$ cat config.mk
export PLATFORM = sky130hd
export DESIGN_NAME = ntt_multilane_sequencer
export DESIGN_NICKNAME = d
export VERILOG_FILES = /design/src/rtl/ntt_multilane_sequencer.sv
export SDC_FILE = /design/constraint.sdc
export NUM_CORES = 1
export LEC_CHECK = 0
export CAP_MARGIN = 20
export CORE_MARGIN = 5
export CORE_UTILIZATION = 30
export CTS_CLUSTER_DIAMETER = 30
export DETAILED_ROUTE_END_ITERATION = 7
export PLACE_DENSITY_LB_ADDON = 0.15
export SETUP_SLACK_MARGIN = 0.02
export SLEW_MARGIN = 20
export SYNTH_ARGS = -nofsm -noshare
export SYNTH_HDL_FRONTEND = slang
export SYNTH_SLANG_ARGS = --single-unit
$ cat constraint.sdc
create_clock -name clk -period 6.4 [get_ports clk]
set_clock_uncertainty 0.05 [all_clocks]
set_input_delay 1.92 -clock clk [delete_from_list [all_inputs] [get_ports clk]]
set_output_delay 1.92 -clock clk [all_outputs]
set_load 0.005 [all_outputs]
$ cat src/rtl/ntt_multilane_sequencer.sv
// ============================================================================
// ntt_multilane_sequencer : ping-pong NTT/INTT address sequencer, LANES-wide.
// Optional feature macro: NTT_PERF_CNT_EN (busy-cycle counter on cycle_count)
// Revision: 1.0
// ============================================================================
`timescale 1ns/1ps
`default_nettype none

module ntt_multilane_sequencer #(
    parameter int N          = 256,
    parameter int ADDR_WIDTH = $clog2(N),
    parameter int LANES      = 1,
    parameter int LATENCY    = 3
) (
    input  logic                          clk,
    input  logic                          rst_n,
    input  logic                          start,
    input  logic                          mode,
    output logic                          busy,
    output logic                          done,
    output logic                          res_bank,
    output logic                          err,
    output logic                          rd_bank,
    output logic                          rd_en,
    output logic [LANES*ADDR_WIDTH-1:0]   rd_addr_a,
    output logic [LANES*ADDR_WIDTH-1:0]   rd_addr_b,
    output logic [LANES*ADDR_WIDTH-1:0]   tw_addr,
    output logic                          bf_valid_in,
    output logic                          bf_inverse,
    input  logic                          bf_valid_out,
    output logic                          wr_bank,
    output logic                          wr_en,
    output logic [LANES*ADDR_WIDTH-1:0]   wr_addr_a,
    output logic [LANES*ADDR_WIDTH-1:0]   wr_addr_b,
    output logic [31:0]                   cycle_count
);

    localparam int   LOG2N    = $clog2(N);
    localparam int   ISSUES   = N / (2 * LANES);
    localparam int   IW       = (ISSUES > 1) ? $clog2(ISSUES) : 1;
    localparam int   SW       = $clog2(LOG2N);
    localparam int   DW       = (LATENCY > 0) ? $clog2(LATENCY + 1) : 1;
    localparam int   DEPTH    = 1 + LATENCY;
    localparam int   VW       = LANES * ADDR_WIDTH;
    localparam logic RES_BANK = ((LOG2N % 2) == 1);

    typedef enum logic [1:0] {
        S_IDLE  = 2'd0,
        S_ISSUE = 2'd1,
        S_DRAIN = 2'd2,
        S_DONE  = 2'd3
    } state_t;

    state_t          state;
    logic [IW-1:0]   issue_cnt;
    logic [SW-1:0]   stage;
    logic [DW-1:0]   drain_cnt;
    logic            mode_q;

    always_ff @(posedge clk or negedge rst_n) begin
        if (!rst_n) begin
            state     <= S_IDLE;
            issue_cnt <= '0;
            stage     <= '0;
            drain_cnt <= '0;
            mode_q    <= 1'b0;
            busy      <= 1'b0;
            done      <= 1'b0;
            rd_en     <= 1'b0;
            rd_bank   <= 1'b0;
            res_bank  <= 1'b0;
        end else begin
            done <= 1'b0;
            case (state)
                S_IDLE: begin
                    if (start) begin
                        state     <= S_ISSUE;
                        mode_q    <= mode;
                        busy      <= 1'b1;
                        rd_en     <= 1'b1;
                        rd_bank   <= 1'b0;
                        stage     <= '0;
                        issue_cnt <= '0;
                    end
                end
                S_ISSUE: begin
                    if (issue_cnt == IW'(ISSUES - 1)) begin
                        state     <= S_DRAIN;
                        rd_en     <= 1'b0;
                        issue_cnt <= '0;
                        drain_cnt <= '0;
                    end else begin
                        issue_cnt <= issue_cnt + IW'(1);
                    end
                end
                S_DRAIN: begin
                    // Hold off the next stage until the last write of this one has landed
                    if (drain_cnt == DW'(LATENCY)) begin
                        if (stage == SW'(LOG2N - 1)) begin
                            state    <= S_DONE;
                            busy     <= 1'b0;
                            done     <= 1'b1;
                            res_bank <= RES_BANK;
                        end else begin
                            state   <= S_ISSUE;
                            stage   <= stage + SW'(1);
                            rd_bank <= ~rd_bank;
                            rd_en   <= 1'b1;
                        end
                    end else begin
                        drain_cnt <= drain_cnt + DW'(1);
                    end
                end
                S_DONE:  state <= S_IDLE;
                default: state <= S_IDLE;
            endcase
        end
    end

    logic [VW-1:0] a_vec, b_vec, tw_vec;
    logic [31:0]   j, lg, grp, k, a, b, tw, s32;

    always_comb begin
        a_vec  = '0;
        b_vec  = '0;
        tw_vec = '0;
        j = '0; lg = '0; grp = '0; k = '0; a = '0; b = '0; tw = '0;
        s32 = 32'(stage);
        for (int l = 0; l < LANES; l++) begin
            j   = 32'(issue_cnt) * 32'(LANES) + 32'(l);
            // NTT halves the span each stage, INTT doubles it
            lg  = mode_q ? s32 : (32'(LOG2N - 1) - s32);
            grp = j >> lg;
            k   = j & ((32'd1 << lg) - 32'd1);
            a   = (grp << (lg + 32'd1)) | k;
            b   = a + (32'd1 << lg);
            tw  = mode_q ? ((32'(N) >> s32) - 32'd1 - grp) : ((32'd1 << s32) + grp);
            a_vec[l*ADDR_WIDTH +: ADDR_WIDTH]  = a[ADDR_WIDTH-1:0];
            b_vec[l*ADDR_WIDTH +: ADDR_WIDTH]  = b[ADDR_WIDTH-1:0];
            tw_vec[l*ADDR_WIDTH +: ADDR_WIDTH] = tw[ADDR_WIDTH-1:0];
        end
    end

    assign rd_addr_a  = rd_en ? a_vec  : '0;
    assign rd_addr_b  = rd_en ? b_vec  : '0;
    assign tw_addr    = rd_en ? tw_vec : '0;
    assign bf_inverse = mode_q;

    logic [DEPTH-1:0] vld_pipe;
    logic [DEPTH-1:0] bank_pipe;
    logic [VW-1:0]    wa_pipe [DEPTH];
    logic [VW-1:0]    wb_pipe [DEPTH];

    always_ff @(posedge clk or negedge rst_n) begin
        if (!rst_n) begin
            vld_pipe  <= '0;
            bank_pipe <= '0;
            for (int i = 0; i < DEPTH; i++) begin
                wa_pipe[i] <= '0;
                wb_pipe[i] <= '0;
            end
        end else begin
            vld_pipe[0]  <= rd_en;
            bank_pipe[0] <= rd_en & ~rd_bank;
            wa_pipe[0]   <= rd_addr_a;
            wb_pipe[0]   <= rd_addr_b;
            for (int i = 1; i < DEPTH; i++) begin
                vld_pipe[i]  <= vld_pipe[i-1];
                bank_pipe[i] <= bank_pipe[i-1];
                wa_pipe[i]   <= wa_pipe[i-1];
                wb_pipe[i]   <= wb_pipe[i-1];
            end
        end
    end

    assign bf_valid_in = vld_pipe[0];
    assign wr_en       = vld_pipe[DEPTH-1];
    assign wr_bank     = bank_pipe[DEPTH-1];
    assign wr_addr_a   = wa_pipe[DEPTH-1];
    assign wr_addr_b   = wb_pipe[DEPTH-1];

    always_ff @(posedge clk or negedge rst_n) begin
        if (!rst_n) begin
            err <= 1'b0;
        end else if (state == S_IDLE && start) begin
            err <= 1'b0;
        end else if (bf_valid_out != vld_pipe[DEPTH-1]) begin
            err <= 1'b1;
        end
    end

`ifdef NTT_PERF_CNT_EN
    logic [31:0] cnt_q;

    always_ff @(posedge clk or negedge rst_n) begin
        if (!rst_n) begin
            cnt_q <= '0;
        end else if (state == S_IDLE && start) begin
            cnt_q <= '0;
        end else if (busy) begin
            cnt_q <= cnt_q + 32'd1;
        end
    end

    assign cycle_count = cnt_q;
`else
    assign cycle_count = '0;
`endif

endmodule

`default_nettype wire
# ---- Word level (Yosys, flattened, before mapping)
# Index checks and enable logic that the tools add are counted.
dict set report op_classes {
  addsub 10
  mul 0
  div_mod_pow 0
  magnitude_cmp 0
  n_eq_ne 13
  shifts 5
  muxes 37
  bitwise 4
  reduce_logical 14
}
# operator count
set ops {}
lappend ops {{$add 32x1->32 const B} 1}
lappend ops {{$mux 32} 1}
lappend ops {{$mux 8} 4}
lappend ops {{$shl 1x32->8 const A} 1}
lappend ops {{$shl 32x32->8} 1}
lappend ops {{$shr 7x32->32} 1}
lappend ops {{$add 8x8->8} 2}
lappend ops {{$sub 8x1->8 const B} 2}
lappend ops {{$mux 1} 14}
lappend ops {{$mux 7} 2}
lappend ops {{$pmux 7 s2} 1}
lappend ops {{$mux 2} 6}
lappend ops {{$ne 2x2->1 const B} 6}
lappend ops {{$mux 3} 3}
lappend ops {{$shr 9x3->8 const A} 1}
lappend ops {{$and 7x8->8} 1}
lappend ops {{$or 8x8->8} 1}
lappend ops {{$pmux 2 s4} 1}
lappend ops {{$reduce_and 4->1} 2}
lappend ops {{$reduce_bool 2->1} 4}
lappend ops {{$shl 1x3->8 const A} 1}
lappend ops {{$sub 8x8->8} 1}
lappend ops {{$add 7x1->7 const B} 1}
lappend ops {{$eq 7x7->1 const B} 1}
lappend ops {{other kinds (19)} 24}
dict set report totals {
  regBits 92
  latchBits 0
  mem_bits_rw 0
  romBits 0
  in_bits 5
  out_inout_bits 82
  wordCells 103
  n_memories 0
}

# ---- Logic depth before layout (Yosys ltp)
# Gate-level depths: netlist (run 1).
dict set report depth {
  word_depth 8
  depth_mapped 19
  mapped_depth_nobuf 16
}

# ---- Worst setup path after synthesis (run 1)
# No wires, ideal clock.
dict set report synth_path {
  path_type {reg2out}
  start {register stage[0]}
  end {output port rd_addr_b[7]}
  t_arrival_ns 3.663
  required_time_ns 4.430
  setup_slack_ns 0.767
  path_stages_with_launch 19
  path_buffers 3
  path_cell_list {dfrtp_1 > buf_6 > buf_6 > or3_1 > and2_1 > inv_1 > ha_1 > clkbuf_1 > inv_1 > a311oi_1 > o21ai_1 > o211ai_1 > o21ai_0 > nor2_1 > ha_1 > and4_1 > a211o_1 > o31ai_2 > mux2i_1}
}
dict set report synth_via {
  elab_chain_cells 8
  word_cells_on_any_way 11
  cone_classes {add/sub: 4; shift: 3; mux: 2; bitwise: 2}
}
# item line
set synth_lines {}
lappend synth_lines {{from (decl)} 56} ;# logic [SW-1:0] stage;
lappend synth_lines {{from (signal assigned)} 106} ;# stage <= stage + SW'(1);
lappend synth_lines {{$sub 3x3->4} 132} ;# lg = mode_q ? s32 : (32'(LOG2N - 1) - s32);
lappend synth_lines {{$mux 32 (*)} 132}
lappend synth_lines {{parallel branches: the longest is 4 deep, another holds $add 32x1->32} n/a}
lappend synth_lines {{$add 8x8->8 (*)} 136} ;# b = a + (32'd1 << lg);
lappend synth_lines {{$mux 8 (*)} 145} ;# assign rd_addr_b = rd_en ? b_vec : '0;
lappend synth_lines {{to (decl)} 26} ;# output logic [LANES*ADDR_WIDTH-1:0] rd_addr_b,
# Every way passes the cells marked *.

# ---- Final worst setup path (run 1)
dict set report layout_path {
  start {register mode_q, in the netlist bf_inverse}
  end {output port tw_addr[5]}
}
dict set report layout_via {
  elab_chain_cells 5
  word_cells_on_any_way 6
  cone_classes {add/sub: 2; shift: 1; mux: 3}
}
# item line
set layout_lines {}
lappend layout_lines {{from (decl)} 58} ;# logic mode_q;
lappend layout_lines {{from (signal assigned)} 78} ;# mode_q <= mode;
lappend layout_lines {{$mux 32} 132}
lappend layout_lines {{$shr 7x32->32} 133} ;# grp = j >> lg;
lappend layout_lines {{$add 8x8->8 / $sub 8x8->8 (equally long branches)} 137} ;# tw = mode_q ? ((32'(N) >> s32) - 32'd1 - grp) : ((32'd1 << s32) + grp);
lappend layout_lines {{$mux 8 (*)} 137}
lappend layout_lines {{$mux 8 (*)} 146} ;# assign tw_addr = rd_en ? tw_vec : '0;
lappend layout_lines {{to (decl)} 27} ;# output logic [LANES*ADDR_WIDTH-1:0] tw_addr,
# Mark *: on every way between the ends. The rest lies on a longest branch, timed or not.

==> flow_summary.json, run 1 <==
{
  "cts_max_path_buffers": 2,
  "p_comb_share_pct": 10.9,
  "arrival_ns": 4.15,
  "synth_edf_count": 0,
  "hold_viol": 0,
  "path_max_fanout": 19,
  "n_antenna_cell": 0,
  "wl_per_cell_um": 16.5,
  "path_cells": "buf_12, xnor2_4, mux2i_4, a21oi_1, or3_1, and3_1, ha_1, a21o_1, a21oi_1, o21ai_0, a21oi_2, xnor2_1, nand2_1, a21oi_1, clkdlybuf4s50_1",
  "die_w_um": 145,
  "use_met2_pct": 22.4,
  "finalSetupViolCount": 0,
  "syn_avg_cell_area_um2": 9.58,
  "cts_buffers": 9,
  "slew_headroom_pct": 55.1,
  "std_cell_rows": 49,
  "fin_nets": 663,
  "drive_above_1_share_pct": 12.9,
  "drv_cap": 0,
  "seqPwrFrac_pct": 47.9,
  "switching_share_pct": 25.8,
  "seq_area_frac_synth_pct": 42.1,
  "p_sw_uw": 314,
  "hp-class": "register to register",
  "synthCells": 571,
  "synth_top_flop_cell": "dfrtp_1",
  "antenna_found_initial": 0,
  "dp_hpwl_um": 10800,
  "cts_sinks": 92,
  "cts_root_buf": "clkbuf_16",
  "grt_max_degree": 57,
  "status": "finished, final reports clean",
  "routabilityCongestion": 0.869,
  "synth_cell_types": 72,
  "cpMaxStageDelayCell": "clkdlybuf4s50_1",
  "min-delay-start": "wb_pipe[30]$_DFF_PN0_",
  "grt_use_met3_pct": 2.68,
  "crit_path_start": "bf_inverse$_DFFE_PN0P_",
  "critical_path_required_ns": 4.43,
  "grtUsageMet1_pct": 17.4,
  "grt.overflow.total": 0,
  "die_h_um": 145,
  "grt_pass1_vias": 4155,
  "slew_viol_final": 0,
  "powerDensity_mw_per_mm2": 186,
  "grt.busiest_layer": "met2",
  "synth_area_mm2": 0.00547,
  "ff2ff_setup_slack_ns": 2.65,
  "p_clk_share_pct": 41.2,
  "tns_ns": 0,
  "vias": 4216,
  "dpl_cell_area_mm2": 0.00617,
  "clk_pin_slew_ns": 0.07,
  "dieArea_mm2": 0.0210,
  "worstSetupPathType": "register to primary output",
  "ios": 87,
  "leakagePower_uw": 0.00308,
  "coreArea_mm2": 0.0180,
  "cts_tree": "built",
  "area_delta_synth_final_pct": 19.6,
  "finalNonFillerCells": 859,
  "rsz0062_at_grt": "false",
  "viasPerCell": 4.91,
  "ys_async_sr_fraction_pct": 100,
  "grt_pass1_wl_um": 23000,
  "drtPass1Iterations": 4,
  "p_int_uw": 903,
  "postLayoutCellArea_mm2": 0.00655,
  "drt-initial-drc-count": 283,
  "fmax_ghz": 0.163,
  "endpoint_kind": "primary output",
  "start_kind": "register",
  "post-route-drc-count": 0,
  "wl_um": 14200,
  "ant_nets": 0,
  "clk_latency_ns": 0.34,
  "h-tree-depth": 3,
  "placed_cells": 840,
  "worst_slew_pin_slew_ns": 0.674,
  "ys_ff_latch": 92,
  "crit_top_cell": "a21oi_1",
  "fin_crit_sh_pct": 95.7,
  "yosys_warnings": 0,
  "peakVddDrop_mv": 0.128,
  "slowest_delay_ns": 0.55,
  "portBuffers": 53,
  "gr-usage-all-layers_pct": 13.4,
  "r2r-start": "stage[0]$_DFFE_PN0P_",
  "period_minus_slack_ns": 6.12,
  "start_util_pct": 30.5
}
==> synthesized netlist by cell type (4+ instances only) <==
cell	count	area [um^2]
dfrtp_1	92	2300
buf_4	50	375
nand2_1	43	161
nor2_1	41	154
a21oi_1	37	185
o21ai_0	33	165
ha_1	31	388
and2_1	18	113
inv_1	14	52.6
clkbuf_1	13	48.8
mux2i_1	13	130
nor3_1	12	60.1
nand2b_1	10	62.6
nand3_1	10	50.1
nor2b_1	10	62.6
o22ai_1	9	56.3
a31oi_1	7	43.8
buf_2	7	35.0
nor3b_1	7	52.6
or3_1	7	43.8
xnor2_1	7	61.3
xor2_1	7	61.3
a21o_1	6	45.0
buf_6	6	67.6
and3_1	5	31.3
o22a_1	5	43.8
inv_2	4	15.0
nand4_1	4	25.0
o21ai_1	4	20.0
==> final timing paths <==
check | end | depth (start not counted)
hold / removal | wb_pipe[22]$_DFF_PN0_ | 0
min in group asynchronous | drain_cnt[0]$_DFFE_PN0P_ | 1
setup / recovery | tw_addr[5] | 15
setup reg to reg | wb_pipe[31]$_DFF_PN0_ | 16
max in group asynchronous | wb_pipe[30]$_DFF_PN0_ | 2
hold reg to reg | wb_pipe[22]$_DFF_PN0_ | 0
==> layout make-up <==
class	instances	area [um^2]
inverter	21	78.8
clock inverter	5	46.3
timing repair buffer	88	843
multi-input combinational	413	2750
sequential	92	2300
clock buffer	11	233
fill	1809	11400
tap	229	287
==> cell usage in the layout, fill, tap and decap left out, types with 3 or more instances in the layout <==
cell,instances
o22a_1,5
clkinv_4,3
buf_4,32
clkinv_1,3
buf_12,4
nand4_1,4
or3_1,7
clkdlybuf4s50_1,48
clkbuf_16,9
nand3b_1,3
and2_1,18
mux2i_1,11
o21ai_0,31
conb_1,33
a21oi_1,36
nor2b_1,9
a31oi_1,6
o21ai_1,6
o22ai_1,9
dlymetal6s2s_1,3
nor3_1,12
nor3b_1,7
nor2_1,39
inv_1,14
and3_1,5
nand3_1,10
dfrtp_1,90
nand2_1,43
xor2_1,7
inv_2,4
a21o_1,6
xnor2_1,7
ha_1,31
nand2b_1,10
==> power by group through the flow <==
| stage | clock network (uW) | logic [uW] | registers (uW) |
|---|---|---|---|
| final | 502 | 132 | 583 |
| after global routing | 542 | 149 | 583 |
| after CTS | 520 | 131 | 583 |
| after detailed placement | 0 | 129 | 594 |
| after global placement | 0 | 130 | 594 |
| after floorplan | 0 | 95.6 | 594 |
==> worst max-delay path, delay by kind of cell (launching register included) <==
kind	cells	cell delay [ns]
AOI/OAI and AO/OA	6	0.99
buffers and inverters	2	0.74
and+or+nand+nor	3	0.64
DFF	1	0.46
xor gates and xnor gates	2	0.38
muxes	1	0.30
adders and majority gates	1	0.29
==> cell families after synthesis <==
logic type                 synth area share (%)
AOI/OAI and AO/OA                          16.4
xor gates and xnor gates                   2.54
adders and majority gates                  7.82
buffers and inverters                      11.1
DFF                                        42.1
muxes                                      2.79
other                                    0.0685
and+or+nand+nor                            17.2
==> state kept, by name, summed over array words and instances, names as in the netlist <==
signal,count
rd_bank,1
issue_cnt,7
vld_pipe,4
wr_addr_b,8
err,1
done,1
drain_cnt,2
stage,3
wa_pipe,24
bf_inverse,1
rd_en,1
state,2
bank_pipe,4
busy,1
wb_pipe,24
wr_addr_a,8
==> timing repair <==
item                                    CTS  global route
endpoints found under the setup margin    4             6
buffers inserted                          1             2
hold buffers                              0             0
endpoints found under the hold margin     0             0
pin swaps                                 2             3
resized for setup                         7            17
==> metrics by stage <==
stage	setup WS (ns)	utilization (%)	total power, uW	hold WS, ns
2_1_floorplan	0.767	-	690	0.281
3_3_place_gp	0.239	34.3	724	0.281
3_5_place_dp	0.232	34.3	723	0.285
4_1_cts	0.0226	36.1	1230	0.295
5_1_grt	0.0392	36.4	1270	0.297
6_report	0.277	36.4	1220	0.293
==> metal layers <==
| metal | wire, um | vias to the layer above |
|---|---|---|
| li1 | - | 2032 |
| met1 | 6260 | 2045 |
| met2 | 6930 | 115 |
| met3 | 691 | 24 |
| met4 | 304 | 0 |
| met5 | 0 | - |
No activity file was read; power rests on OpenSTA's default activity.
==> run 2, diff against run 1 <==
==> constraint.sdc (replaced) <==
create_clock -name clk -period 7.9 [get_ports clk]
set_clock_uncertainty 0.05 [all_clocks]
set_input_delay 2.37 -clock clk [delete_from_list [all_inputs] [get_ports clk]]
set_output_delay 2.37 -clock clk [all_outputs]
set_load 0.005 [all_outputs]
==> flow_summary.json, run 2 (same netlist as run 1, synthesis figures left out) <==
{
  "fmax_ghz": 0.135,
  "ant_nets": 0,
  "drive_above_1_share_pct": 7.76,
  "seq_area_mm2": 0.00230,
  "dieArea_mm2": 0.0210,
  "multi_input_area_mm2": 0.00268,
  "critical_path_required_ns": 5.48,
  "p_comb_share_pct": 10.0,
  "grt_pass1_vias": 4093,
  "drv_cap": 0,
  "start_util_pct": 30.5,
  "setup_ws_ns": 0.517,
  "endpoint_kind": "primary output",
  "dpl_cell_area_mm2": 0.00596,
  "slew_headroom_pct": 40.0,
  "drt-initial-drc-count": 208,
  "finalNonFillerCells": 835,
  "finalSetupViolCount": 0,
  "post-route-drc-count": 0,
  "peakVddDrop_mv": 0.139,
  "leakagePower_uw": 0.00287,
  "cts_tree": "built",
  "hp-class": "register to register",
  "drtPass1Iterations": 4,
  "ios": 87,
  "grt_pass1_wl_um": 23200,
  "dp_hpwl_um": 10500,
  "grt.overflow.total": 0,
  "wl_per_cell_um": 16.8,
  "std_cell_rows": 49,
  "portBuffers": 53,
  "period_minus_slack_ns": 7.38,
  "worst_slew_pin_slew_ns": 0.900,
  "n_antenna_cell": 0,
  "start_kind": "register",
  "cts_buffers": 9,
  "seqPwrFrac_pct": 48.6,
  "tns_ns": 0,
  "postLayoutCellArea_mm2": 0.00624,
  "coreArea_mm2": 0.0180,
  "placed_cells": 819,
  "p_int_uw": 725,
  "cts_max_path_buffers": 2,
  "hold_viol": 0,
  "p_sw_uw": 249,
  "total_power_uw": 974,
  "cts_root_buf": "clkbuf_16",
  "final_common_cell": "dfrtp_1",
  "worstSetupPathType": "register to primary output",
  "fin_nets": 639,
  "powerDensity_mw_per_mm2": 156,
  "rsz0062_at_grt": "false",
  "cts_sinks": 92,
  "die_w_um": 145,
  "die_h_um": 145,
  "arrival_ns": 4.96,
  "slew_viol_final": 0,
  "place_ws_ns": 0.802,
  "status": "finished, final reports clean",
  "p_clk_share_pct": 41.4,
  "wl_um": 14000,
  "vias": 4078,
  "area_delta_synth_final_pct": 14.1,
  "fin_crit_sh_pct": 93.5,
  "most-common-layout-cells": "92 x dfrtp_1, 52 x clkdlybuf4s50_1, 43 x nand2_1",
  "gr-usage-all-layers_pct": 13.4,
  "reg.largest.list": "wa_pipe (24), wb_pipe (24)",
  "routabilityCongestion": 0.904,
  "path_max_fanout": 21,
  "grt_max_degree": 76,
  "antenna_found_initial": 0,
  "clk_pin_slew_ns": 0.07,
  "viasPerCell": 4.88,
  "clk_latency_ns": 0.34,
  "switching_share_pct": 25.6,
  "h-tree-depth": 3,
  "fill_cells": 1837,
  "postCtsSetupBuffers": 0
}
run 2: cell count changes in the layout (fill, tap and decap cells not counted), moves of 3 or more:
cell,previous run,this run
buf_4,32,12
buf_12,4,0
clkdlybuf4s50_1,48,52
clkinv_4,3,0
dlymetal6s2s_1,3,0
run 2: metal layers:
metal / global-route usage, % / share of wire, % / up-vias
met1: 17.9 / 45 / 1981
met5: 0 / 0 / -
li1: - / - / 1979
met3: 2.37 / 4.3 / 18
met2: 22.3 / 49 / 100
met4: 4.06 / 1.8 / 0
run 2: worst paths after layout:
| check | start | end | slack (ns) | cells past startpoint |
|---|---|---|---|---|
| worst max-delay path | stage[0]$_DFFE_PN0P_ | tw_addr[6] | 0.52 | 16 |
| worst min-delay path | wa_pipe[27]$_DFF_PN0_ | wa_pipe[19]$_DFF_PN0_ | 0.29 | 0 |
| worst max register to register | stage[0]$_DFFE_PN0P_ | wb_pipe[31]$_DFF_PN0_ | 3.72 | 15 |
| worst min register to register | wa_pipe[27]$_DFF_PN0_ | wa_pipe[19]$_DFF_PN0_ | 0.29 | 0 |
| max in group asynchronous | rst_n | wa_pipe[29]$_DFF_PN0_ | 4.79 | 2 |
| min in group asynchronous | rst_n | busy$_DFFE_PN0P_ | 1.84 | 1 |
run 2: through the flow:
step | utilization (%) | hold WS [ns]
2_1_floorplan | - | 0.281
3_3_place_gp | 33.2 | 0.282
3_5_place_dp | 33.2 | 0.285
4_1_cts | 34.7 | 0.293
5_1_grt | 34.8 | 0.303
6_report | 34.8 | 0.289
run 2: what timing repair did:
item | CTS | global route
hold buffers | 0 | 0
gates resized for setup | 0 | 1
setup endpoints to repair | 0 | 1
run 2: worst max-delay path, stage by stage (launching register included):
cell             delay (ns)
dfrtp_1                0.75
buf_4                  0.41
xnor2_2                0.19
mux2i_1                0.53
nor2_1                 0.07
or3_1                  0.31
and3_1                 0.21
inv_2                  0.08
fa_1                   0.22
nor2b_1                0.06
o21ai_0                0.20
a21boi_0               0.15
o21a_1                 0.20
o21ai_0                0.12
or3b_2                 0.44
a21oi_1                0.14
clkdlybuf4s50_1        0.54
run 2: final cells by class:
class                   count  area share (%)
multi-input cells         413            43.0
well taps                 229            4.59
clock inverters             6           0.842
flip-flops and latches     92            36.9
repair buffers             64            9.78
clock buffers              10            3.67
inverters                  21            1.26
run 2: power by group through the flow:
stage,registers [uW],clock network [uW],logic (uW)
floorplan,481,0,77.4
global placement,482,0,97.0
detailed placement,483,0,96.8
CTS,473,421,97.2
global route,473,438,110
finish,474,403,97.2
==> run 3, diff against run 2 <==
--- a/config.mk
+++ b/config.mk
@@ -6,11 +6,14 @@
 export NUM_CORES = 1
 export LEC_CHECK = 0
 export CAP_MARGIN = 20
+export CELL_PAD_IN_SITES_DETAIL_PLACEMENT = 1
+export CELL_PAD_IN_SITES_GLOBAL_PLACEMENT = 2
 export CORE_MARGIN = 5
 export CORE_UTILIZATION = 30
 export CTS_CLUSTER_DIAMETER = 30
 export DETAILED_ROUTE_END_ITERATION = 7
 export PLACE_DENSITY_LB_ADDON = 0.15
+export RECOVER_POWER = 100
 export SETUP_SLACK_MARGIN = 0.02
 export SLEW_MARGIN = 20
 export SYNTH_ARGS = -nofsm -noshare
==> flow_summary.json, run 3 (same netlist as run 1, synthesis figures left out) <==
{
  "status": "complete, but fails checks",
  "failed_checks": "capacitance limit, slew limit",
  "clk_latency_ns": 0.34,
  "wl_um": 15000,
  "ios": 87,
  "ff2ff_setup_slack_ns": 3.47,
  "start_kind": "register",
  "coreArea_mm2": 0.0180,
  "peakVddDrop_mv": 0.106,
  "grt_max_degree": 70,
  "slew_viol_final": 70,
  "r2r-start": "bf_inverse$_DFFE_PN0P_",
  "worst_slew_pin_slew_ns": 3.44,
  "drtPass1Iterations": 4,
  "dpl_cell_area_mm2": 0.00593,
  "slew_headroom_pct": -130,
  "hold_viol": 0,
  "drv_cap": 1,
  "n_antenna_cell": 0,
  "total_power_uw": 1020,
  "cts_tree": "built",
  "fill_cells": 2058,
  "tns_ns": 0,
  "area_delta_synth_final_pct": 14.0,
  "reg2reg_depth": 14,
  "gr-usage-all-layers_pct": 14.1,
  "hold_ws_ns": 0.297,
  "wl_per_cell_um": 18.0,
  "leakagePower_uw": 0.00301,
  "die_h_um": 145,
  "whs_path_depth": 0,
  "crit_top_cell": "a31oi_1",
  "grt.overflow.total": 0,
  "dieArea_mm2": 0.0210,
  "cts_max_path_buffers": 2,
  "slowest_delay_ns": 0.68,
  "ant_nets": 0,
  "antenna_found_initial": 0,
  "routabilityCongestion": 0.882,
  "postLayoutCellArea_mm2": 0.00624,
  "cts_sinks": 92,
  "drive_above_1_share_pct": 6.15,
  "r2r-end": "wb_pipe[31]$_DFF_PN0_",
  "reg.largest.list": "wa_pipe (24), wb_pipe (24)",
  "path_max_fanout": 26,
  "most-common-layout-cells": "92 x dfrtp_1, 47 x dlygate4sd3_1, 43 x nand2_1",
  "finish.utilization_pct": 34.7,
  "worstSetupPathType": "register to primary output",
  "fin_crit_sh_pct": 96.1,
  "drt-initial-drc-count": 223,
  "critical_path_required_ns": 5.48,
  "fin_nets": 635,
  "die_w_um": 145,
  "clk_pin_slew_ns": 0.07,
  "fmax_ghz": 0.132,
  "cts_buffers": 9,
  "arrival_ns": 5.17,
  "cts_root_buf": "clkbuf_16",
  "h-tree-depth": 3,
  "std_cell_rows": 49,
  "endpoint_kind": "primary output",
  "start_util_pct": 30.5,
  "whs_endpoint": "wr_addr_a[6]$_DFF_PN0_",
  "portBuffers": 53,
  "viasPerCell": 5.00,
  "grt_pass1_vias": 4179,
  "grt_pass1_wl_um": 24000,
  "powerDensity_mw_per_mm2": 164,
  "dp_hpwl_um": 11400,
  "final_common_cell": "dfrtp_1",
  "postCtsSetupBuffers": 0,
  "rsz0062_at_grt": "false",
  "cpMaxStageDelayCell": "dfrtp_1",
  "hp-class": "register to register",
  "min-delay-start": "wa_pipe[14]$_DFF_PN0_",
  "vias": 4156,
  "cts_resized": 0,
  "cts_hold_repair.buffers": 0,
  "period_minus_slack_ns": 7.59,
  "finalSetupViolCount": 0,
  "post-route-drc-count": 0,
  "path_cells": "buf_4, nand2b_1, clkbuf_1, o221ai_1, a32o_1, inv_1, a31oi_1, o22a_1, a31oi_1, ha_1, and4_1, a211o_1, o31ai_2, mux2i_1, clkdlybuf4s50_1"
}
run 3: cell count changes in the layout (fill, tap and decap cells not counted), moves of 2 or more:
| cell | before | now |
|---|---|---|
| clkdlybuf4s50_1 | 52 | 5 |
| dlygate4sd3_1 | 0 | 47 |
| buf_4 | 12 | 5 |
| and2_0 | 0 | 4 |
| and2_1 | 18 | 14 |
| clkbuf_1 | 1 | 3 |
| clkbuf_8 | 0 | 2 |
| clkinv_4 | 0 | 2 |
| clkinvlp_4 | 2 | 0 |
| inv_6 | 3 | 1 |
run 3: per-stage QoR:
step	setup slack, ns	std cells
after floorplan	1.82	603
after global placement	0.967	815
after detailed placement	0.832	815
after CTS	0.449	831
after global routing	0.0574	831
final	0.311	831
run 3: cell type report:
type                    count  area, um^2  area share [%]
well taps                 229         287            4.59
multi-input cells         413        2680            43.0
repair buffers             60         569            9.13
flip-flops and latches     92        2300            36.9
clock inverters             5        67.6            1.08
clock buffers              11         253            4.05
inverters                  21        78.8            1.26
run 3: worst max-delay path, delay by kind of cell (launching register included):
family / cells / cell delay (ns)
AOI/OAI and AO/OA: 7 / 1.72
buffers and inverters: 4 / 1.43
adders and majority gates: 1 / 0.36
and+or+nand+nor: 2 / 0.29
DFF: 1 / 0.68
muxes: 1 / 0.34
run 3: power breakdown:
group / internal [uW] / leakage, uW / switching [uW]
combinational: 32.8 / 0.00163 / 63.7
sequential: 472 / 0.00122 / 1.72
clock: 267 / 0.000158 / 184
total: 771 / 0.00301 / 249
run 3: worst max path at each step:
stage	from	to	slack [ns]	cells after the start
detailed placement	bf_inverse$_DFFE_PN0P_	rd_addr_b[7]	0.83	16
global placement	bf_inverse$_DFFE_PN0P_	rd_addr_b[7]	0.97	12
CTS	bf_inverse$_DFFE_PN0P_	rd_addr_b[7]	0.45	16
global route	bf_inverse$_DFFE_PN0P_	rd_addr_b[7]	0.06	15
floorplan	stage[0]$_DFFE_PN0P_	rd_addr_b[7]	1.82	18
finish	bf_inverse$_DFFE_PN0P_	rd_addr_b[7]	0.31	15
run 3: metal layers:
layer	routed length [um]	track usage (%)	share of wire, %	vias up
met5	0	0	0	-
met4	360	4.94	2.4	0
met3	695	2.96	4.6	21
met2	6900	22.7	46	105
met1	7020	18.9	47	2065
li1	-	-	-	1965
